## src/rtl/z80fi_recorder.sv

```systemverilog
// z80fi_recorder: assembles one z80fi retirement packet per instruction from fetch/read/write strobes.
// Define Z80FI_ORDER_EN to add the z80fi_order retirement sequence counter and port.
module z80fi_recorder (
    input  logic         clk,
    input  logic         reset_n,
    input  logic         insn_start,
    input  logic         insn_retire,
    input  logic         fetch_valid,
    input  logic [7:0]   fetch_data,
    input  logic         rd_valid,
    input  logic [15:0]  rd_addr,
    input  logic [7:0]   rd_data,
    input  logic         wr_valid,
    input  logic [15:0]  wr_addr,
    input  logic [7:0]   wr_data,
    input  logic [207:0] core_regs,
    output logic         z80fi_valid,
    output logic [31:0]  z80fi_insn,
    output logic [2:0]   z80fi_insn_len,
    output logic [207:0] z80fi_regs_in,
    output logic [207:0] z80fi_regs_out,
    output logic [15:0]  z80fi_bus_raddr,
    output logic [15:0]  z80fi_bus_raddr2,
    output logic [15:0]  z80fi_bus_waddr,
    output logic [15:0]  z80fi_bus_waddr2,
    output logic [7:0]   z80fi_bus_rdata,
    output logic [7:0]   z80fi_bus_rdata2,
    output logic [7:0]   z80fi_bus_wdata,
    output logic [7:0]   z80fi_bus_wdata2,
    output logic [1:0]   z80fi_mem_rd,
    output logic [1:0]   z80fi_mem_wr,
    output logic         z80fi_overflow
`ifdef Z80FI_ORDER_EN
    ,
    output logic [31:0]  z80fi_order
`endif
);
    typedef enum logic {IDLE, OPEN} state_t;
    state_t state, state_nx;
    logic [31:0] insn_buf, m_insn;
    logic [2:0] len, m_len;
    logic [1:0][15:0] ra, wa, m_ra, m_wa;
    logic [1:0][7:0] rd, wd, m_rd, m_wd;
    logic [1:0] rused, wused, m_rused, m_wused;
    logic ovf, m_ovf;
    logic [207:0] regs_in_buf;
    logic retire_pkt;
    assign retire_pkt = (state == OPEN) && insn_retire;
    always_comb begin
        state_nx = insn_start ? OPEN : (state == OPEN && !insn_retire) ? OPEN : IDLE;
    end
    // Buffer contents with this cycle's events folded in; used both to advance and to emit.
    always_comb begin
        m_insn = insn_buf;
        m_len = len;
        m_ovf = ovf;
        m_ra = ra;
        m_rd = rd;
        m_rused = rused;
        m_wa = wa;
        m_wd = wd;
        m_wused = wused;
        if (fetch_valid) begin
            if (len[2]) m_ovf = 1'b1;
            else begin
                m_insn[{len[1:0], 3'b000} +: 8] = fetch_data;
                m_len = len + 3'd1;
            end
        end
        if (rd_valid) begin
            if (rused[1]) m_ovf = 1'b1;
            else begin
                m_ra[rused[0]] = rd_addr;
                m_rd[rused[0]] = rd_data;
                m_rused = {rused[0], 1'b1};
            end
        end
        if (wr_valid) begin
            if (wused[1]) m_ovf = 1'b1;
            else begin
                m_wa[wused[0]] = wr_addr;
                m_wd[wused[0]] = wr_data;
                m_wused = {wused[0], 1'b1};
            end
        end
    end
    always_ff @(posedge clk or negedge reset_n) begin
        if (!reset_n) begin
            state <= IDLE;
            insn_buf <= '0;
            len <= '0;
            ra <= '0;
            rd <= '0;
            rused <= '0;
            wa <= '0;
            wd <= '0;
            wused <= '0;
            ovf <= 1'b0;
            regs_in_buf <= '0;
        end else begin
            state <= state_nx;
            if (insn_start) begin
                insn_buf <= '0;
                len <= '0;
                ra <= '0;
                rd <= '0;
                rused <= '0;
                wa <= '0;
                wd <= '0;
                wused <= '0;
                ovf <= 1'b0;
                regs_in_buf <= core_regs;
            end else if (state == OPEN) begin
                insn_buf <= m_insn;
                len <= m_len;
                ra <= m_ra;
                rd <= m_rd;
                rused <= m_rused;
                wa <= m_wa;
                wd <= m_wd;
                wused <= m_wused;
                ovf <= m_ovf;
            end
        end
    end
    always_ff @(posedge clk or negedge reset_n) begin
        if (!reset_n) begin
            z80fi_valid <= 1'b0;
            z80fi_insn <= '0;
            z80fi_insn_len <= '0;
            z80fi_regs_in <= '0;
            z80fi_regs_out <= '0;
            z80fi_bus_raddr <= '0;
            z80fi_bus_raddr2 <= '0;
            z80fi_bus_waddr <= '0;
            z80fi_bus_waddr2 <= '0;
            z80fi_bus_rdata <= '0;
            z80fi_bus_rdata2 <= '0;
            z80fi_bus_wdata <= '0;
            z80fi_bus_wdata2 <= '0;
            z80fi_mem_rd <= '0;
            z80fi_mem_wr <= '0;
            z80fi_overflow <= 1'b0;
        end else begin
            z80fi_valid <= retire_pkt;
            if (retire_pkt) begin
                z80fi_insn <= m_insn;
                z80fi_insn_len <= m_len;
                z80fi_regs_in <= regs_in_buf;
                z80fi_regs_out <= core_regs;
                z80fi_bus_raddr <= m_ra[0];
                z80fi_bus_raddr2 <= m_ra[1];
                z80fi_bus_waddr <= m_wa[0];
                z80fi_bus_waddr2 <= m_wa[1];
                z80fi_bus_rdata <= m_rd[0];
                z80fi_bus_rdata2 <= m_rd[1];
                z80fi_bus_wdata <= m_wd[0];
                z80fi_bus_wdata2 <= m_wd[1];
                z80fi_mem_rd <= m_rused;
                z80fi_mem_wr <= m_wused;
                z80fi_overflow <= m_ovf;
            end
        end
    end
`ifdef Z80FI_ORDER_EN
    logic [31:0] order_cnt;
    always_ff @(posedge clk or negedge reset_n) begin
        if (!reset_n) begin
            order_cnt <= '0;
            z80fi_order <= '0;
        end else if (retire_pkt) begin
            z80fi_order <= order_cnt;
            order_cnt <= order_cnt + 32'd1;
        end
    end
`endif
endmodule

```

## config.mk

```make
export PLATFORM = sky130hd
export DESIGN_NAME = z80fi_recorder
export DESIGN_NICKNAME = d
export VERILOG_FILES = /design/src/rtl/z80fi_recorder.sv
export SDC_FILE = /design/constraint.sdc
export NUM_CORES = 2
export LEC_CHECK = 0
export BUFFER_PORTS_ARGS = -buffer_cell sky130_fd_sc_hd__buf_4
export CORE_AREA = 2 2 321 323
export CTS_BUF_LIST = sky130_fd_sc_hd__clkbuf_2
export DETAILED_ROUTE_END_ITERATION = 16
export DIE_AREA = 0 0 323 325
export HOLD_SLACK_MARGIN = 0.1
export MAX_ROUTING_LAYER = met4
export PLACE_DENSITY_LB_ADDON = 0.2
export SLEW_MARGIN = 20
export SYNTH_ARGS = -nofsm -noshare
export SYNTH_HDL_FRONTEND = slang
export SYNTH_SLANG_ARGS = --single-unit
```

## constraint.sdc

```tcl
create_clock -name clk -period 2.28 [get_ports clk]
set_input_delay 0.228 -clock clk [delete_from_list [all_inputs] [get_ports clk]]
set_output_delay 0.228 -clock clk [all_outputs]
set_load 0.005 [all_outputs]
```

### Word-level counts from Yosys, hierarchy flattened

Cells that the tools add are included.

| storage, ports and cells | value |
|---|---|
| bits of input ports | 271 |
| register bits after elaboration | 898 |
| output and inout bits | 553 |
| logic and storage cells | 100 |

| cells by class | value |
|---|---|
| add/sub/neg operators | 2 |
| mux-type cells | 55 |
| magnitude comparators | 4 |
| reduce and logical (&&, ||, !) cells | 6 |
| shift-type cells | 2 |

Operators with widths:

| kind | number |
|---|---|
| 32-bit two-way mux | 12 |
| 16-bit two-way mux | 10 |
| 32-bit bitwise mux | 3 |
| 16-bit bitwise mux | 2 |
| 16-bit demux with 1-bit select | 2 |
| 8-bit by 7-bit variable shift with 32-bit output (first input constant) | 1 |
| 8-bit by 7-bit indexed part select with 32-bit output | 1 |
| 8-bit demux with 1-bit select | 2 |
| 2-bit two-way mux | 8 |
| 8-bit two-way mux | 2 |
| 3-bit two-way mux | 4 |
| 1-bit two-way mux | 10 |
| 5-bit negator with 7-bit output | 1 |
| 1-bit logical AND | 4 |
| 1-bit by 2-bit < comparator with 1-bit output (second input constant) | 2 |
| 3-bit by 1-bit adder with 3-bit output (second input constant) | 1 |
| 1-bit greater-or-equal comparator (second input constant) | 2 |
| 2-bit nonzero test | 1 |
| 1-bit logical NOT | 1 |

### Logic depth before layout (Yosys ltp)

| depth | value |
|---|---|
| depth in word-level cells | 9 |
| depth in mapped cells | 8 |
| depth with buffers taken out | 5 |

### Least setup slack after synthesis

No wires, ideal clock.

| timing path | value |
|---|---|
| kind | register to register |
| from | register len[0] |
| to | register insn_buf[0] |
| path slack | 0.339 ns |
| setup time | 0.083 ns |
| path buffers | 2 |
| clock period less this slack | 1.941 ns |
| required time | 2.197 ns |
| stages on the path, launching flop included | 8 |
| data arrival time | 1.858 ns |
| cell sequence | dfrtp_1 buf_2 inv_1 ha_1 buf_2 nor3_1 nand3_1 o21ai_0 |

| between the ends | value |
|---|---|
| cells in the longest elaborated chain, start to end | 7 |
| elaborated cells on any way between the ends | 8 |
| those cells by class | 1 x add/sub; 2 x shift; 5 x mux |

RTL lines:

| item | line | source |
|---|---|---|
| start: declaration | 41 | `logic [2:0] len, m_len;` |
| start signal: assignment | 115 | `len <= m_len;` |
| 5-bit negator with 7-bit output (*) | 66 | `m_insn[{len[1:0], 3'b000} +: 8] = fetch_data;` |
| 8-bit by 7-bit indexed part select with 32-bit output / 8-bit by 7-bit variable shift with 32-bit output (equally long branches) | 66 |  |
| 32-bit bitwise mux (*) | 66 |  |
| 32-bit two-way mux (*) | 64 | `if (len[2]) m_ovf = 1'b1;` |
| 32-bit two-way mux (*) | 63 | `if (fetch_valid) begin` |
| 32-bit two-way mux (*) | 113 | `end else if (state == OPEN) begin` |
| 32-bit two-way mux (*) | 102 | `if (insn_start) begin` |
| end signal: assignment | 114 | `insn_buf <= m_insn;` |
| end: declaration | 40 | `logic [31:0] insn_buf, m_insn;` |

Mark *: on every way between the ends. The rest lies on a longest branch, timed or not. The select of a mux whose other input is x is not followed.
A chain may end at the register's enable or synchronous reset.

### Worst setup path in the final report

| timing path | value |
|---|---|
| from | register z80fi_regs_out[114] |
| to | output port z80fi_regs_out[114] |

RTL lines:

| item | line | source |
|---|---|---|
| start: declaration | 21 | `output logic [207:0] z80fi_regs_out,` |
| start signal: assignment | 150 | `z80fi_regs_out <= core_regs;` |

No word-level cell between the ends.

==> parameters.txt <==
Parameter                              Value

STA
  Final period util ... 1.05
  Fmax ... 419 MHz
  Transition time at the pin with the least slew margin ... 0.923 ns
  Number of max-slew violations in the final report ... 0
  Final hold viol count ... 0
  Final worst slack ... -0.105 ns
  Skew final ... 0.140 ns
  Unrepaired setup endpoints after global routing ... yes
  Fin crit period ... 2.39 ns
  Max-slew headroom ... 0.385
  Final setup violation count ... 95

Final layout
  Share of post-route cells with drive strength above 1 ... 0.313
  Area added between synthesis and finish ... 71.3%
  Area occupied by multi-input gates ... 11,700 sq um
  Filler cell count in the final layout ... 7,910
  Commonest non-fill, non-tap cell in the layout ... nand2_1
  Nets ... 5,971
  Commonest non-fill, non-tap cells in the layout ... 1,561 x nand2_1, 1,048 x dlygate4sd3_1, 893 x dfrtp_1
  Sequential standard cell area ... 22,500 sq um

Critical path
  CP top delay family ... flip-flops
  Capturing element type of the critical path ... output pin
  Crit Path Class ... reg2out
  Critical path cell sequence ... buf_6
  Slowest-stage cell, CP ... dfrtp_1
  Arrival time of the worst setup path ... 2.16 ns
  Crit path required time ... 2.05 ns
  Peak fanout along the critical path ... 2
  Crit path launch ... z80fi_regs_out[114]
  Buffering stage count on the worst path with inverters included ... 1
  Startpoint of the lowest-slack register-to-register path ... state
  Startpoint kind of the worst setup timing path ... register
  Crit path largest cell delay ... 0.46 ns

Synthesis
  Average footprint of a synthesized cell ... 10.4 sq um
  Top_reg_cell synth ... dfrtp_1
  Sequential area share after synthesis ... 0.636
  Nets in the synthesized netlist ... 3,678
  Total standard cell area after synthesis ... 35,300 sq um
  Flop and latch count out of synthesis ... 898
  Synthesized instance count ... 3,401
  Number of enable-type register cells in the synthesized netlist ... 0
  Async set-or-reset flop fraction in the synthesized netlist ... 1.00
  Distinct cell type count of the synthesized netlist ... 42
  Total number of yosys warnings ... 0

Place
  Routability-driven placement congestion ratio ... 0.849
  Placed wire-length estimate ... 81.3 mm
  Dpl ws ... 0.359 ns
  Port-buffer cells ... 823

Global route
  Via count of the first global-routing pass ... 36,400
  Global-route wire length before repair ... 216 mm
  GRT Util Overall ... 0.275
  Number of antenna violations at the first check in global routing ... 11
  Largest net degree at the start of global routing ... 122
  Total congestion overflow ... 0

Pwr
  PwrDens ... 684 nW/um^2
  Overall power after layout ... 41,400 uW
  Worst VDD drop ... 434 uV
  Static leakage power ... 0.0300 uW

Floorplan
  Boundary Pins ... 824
  Effective utilization at floorplan ... 0.349
  Horizontal extent of the die ... 323 microns
  Area of the core region ... 101,000 sq um
  Die Height ... 325 microns
  Standard-cell row count ... 117
  Die Outline Area ... 105,000 sq um

Detailed routing
  Via count ... 35,100
  First-pass DRT Iterations ... 5
  Per-cell routed wire length ... 20.3 microns
  Remaining antenna violation count ... 0
  Detailed Route WL ... 147 mm
  Number of vias per cell ... 4.83
  Starting DRC count in detailed routing ... 2,420
  DRC ... 0

Clock network
  Clock sink count ... 898
  Clk_lat worst skew ... 1.57 ns
  Number of buffers added by the clock tree synthesis step ... 231
  Root buffer selected by CTS ... clkbuf_2
  H-tree depth ... 4
  Clock transition at path regs ... 0.18 ns
  Maximum number of buffers from clock root to sink ... 3
  TritonCTS clock tree ... built

Run
  Maxcap violations ... 0

Hold path
  HP Start ... regs_in_buf[147]
  Hold WC Path Type ... reg2reg

Status
  Outcome ... complete, but fails checks
  Violated checks ... setup timing
## kinds of logic after synthesis
group / after synthesis / synth area share
AND/OR/NAND/NOR: 1681 / 0.188
XOR/XNOR: 2 / 0.000496
flip-flops: 898 / 0.636
multiplexers: 310 / 0.0952
AO/OA/AOI/OAI: 282 / 0.0446
adder cells (fa/ha/maj): 6 / 0.00213
buffers and inverters: 222 / 0.0330
## final timing paths
check,to,slack (ns),depth (start not counted)
hold reg to reg,z80fi_regs_in[147],0.36,2
hold / removal,z80fi_regs_in[147],0.36,2
max in group asynchronous,z80fi_bus_rdata2[6],0.22,8
min in group asynchronous,z80fi_regs_out[189],1.03,6
setup / recovery,z80fi_regs_out[114],-0.11,1
setup reg to reg,z80fi_regs_out[32],0.09,7
## where the power goes
group | leakage, uW | switching, uW | internal, uW
registers | 0.0113 | 1400 | 17700
clock network | 0.00167 | 7060 | 4610
logic | 0.0170 | 4510 | 6080
total | 0.0300 | 13000 | 28400
## cells in the mapped netlist (20+ instances only)
| cell | instances | share of area |
|---|---|---|
| nor2_1 | 23 | 0.0024 |
| buf_2 | 149 | 0.021 |
| o21ai_0 | 98 | 0.014 |
| buf_4 | 25 | 0.0053 |
| a21oi_1 | 128 | 0.018 |
| clkbuf_1 | 28 | 0.0030 |
| dfrtp_1 | 898 | 0.64 |
| nand3_1 | 26 | 0.0037 |
| nand2_1 | 1561 | 0.17 |
| mux2i_1 | 102 | 0.029 |
| mux2_2 | 208 | 0.066 |
| a221o_1 | 20 | 0.0057 |
## stage by stage
stage          setup TNS (ns)  hold WS [ns]   util  cell area, sq um  std cells
4_1_cts               -144.69         0.101  0.585             59200       7084
3_5_place_dp                0         0.165  0.428             43400       5479
2_1_floorplan               0       -0.0676      -             35300       3401
5_1_grt               -112.60         0.164  0.597             60500       7254
6_report                -2.50         0.357  0.597             60500       7256
3_3_place_gp                0         0.163  0.428             43400       5479
## metal layers
metal,vias up,GRT usage,part of all wire
li1,15700,-,-
met1,17100,0.298,0.37
met2,1632,0.424,0.46
met3,670,0.0931,0.092
met4,0,0.188,0.078
met5,-,-,0
## flip-flops by register name, summed over array words and instances, names as in the netlist, 32 cells and up
register        count
z80fi_regs_in     208
ra                 32
wa                 32
z80fi_insn         32
insn_buf           32
z80fi_regs_out    208
regs_in_buf       208
## area by class of cell
cell class | instances | share of cell area
timing repair buffer | 2276 | 0.369
clock buffer | 369 | 0.0305
clock inverter | 45 | 0.00478
tap | 1368 | 0.0283
multi-input combinational | 2282 | 0.194
antenna | 13 | 0.000538
inverter | 5 | 0.000745
sequential | 898 | 0.372
## repair_timing
item | CTS | global route
gates cloned | 0 | 1
setup buffers | 140 | 158
endpoints found under the hold margin | 1796 | 0
endpoints found under the setup margin | 553 | 716
gates resized for setup | 557 | 11
pin swaps | 0 | 1
hold buffers | 1051 | 0
Note: power is estimated with default switching activity, not from simulation.
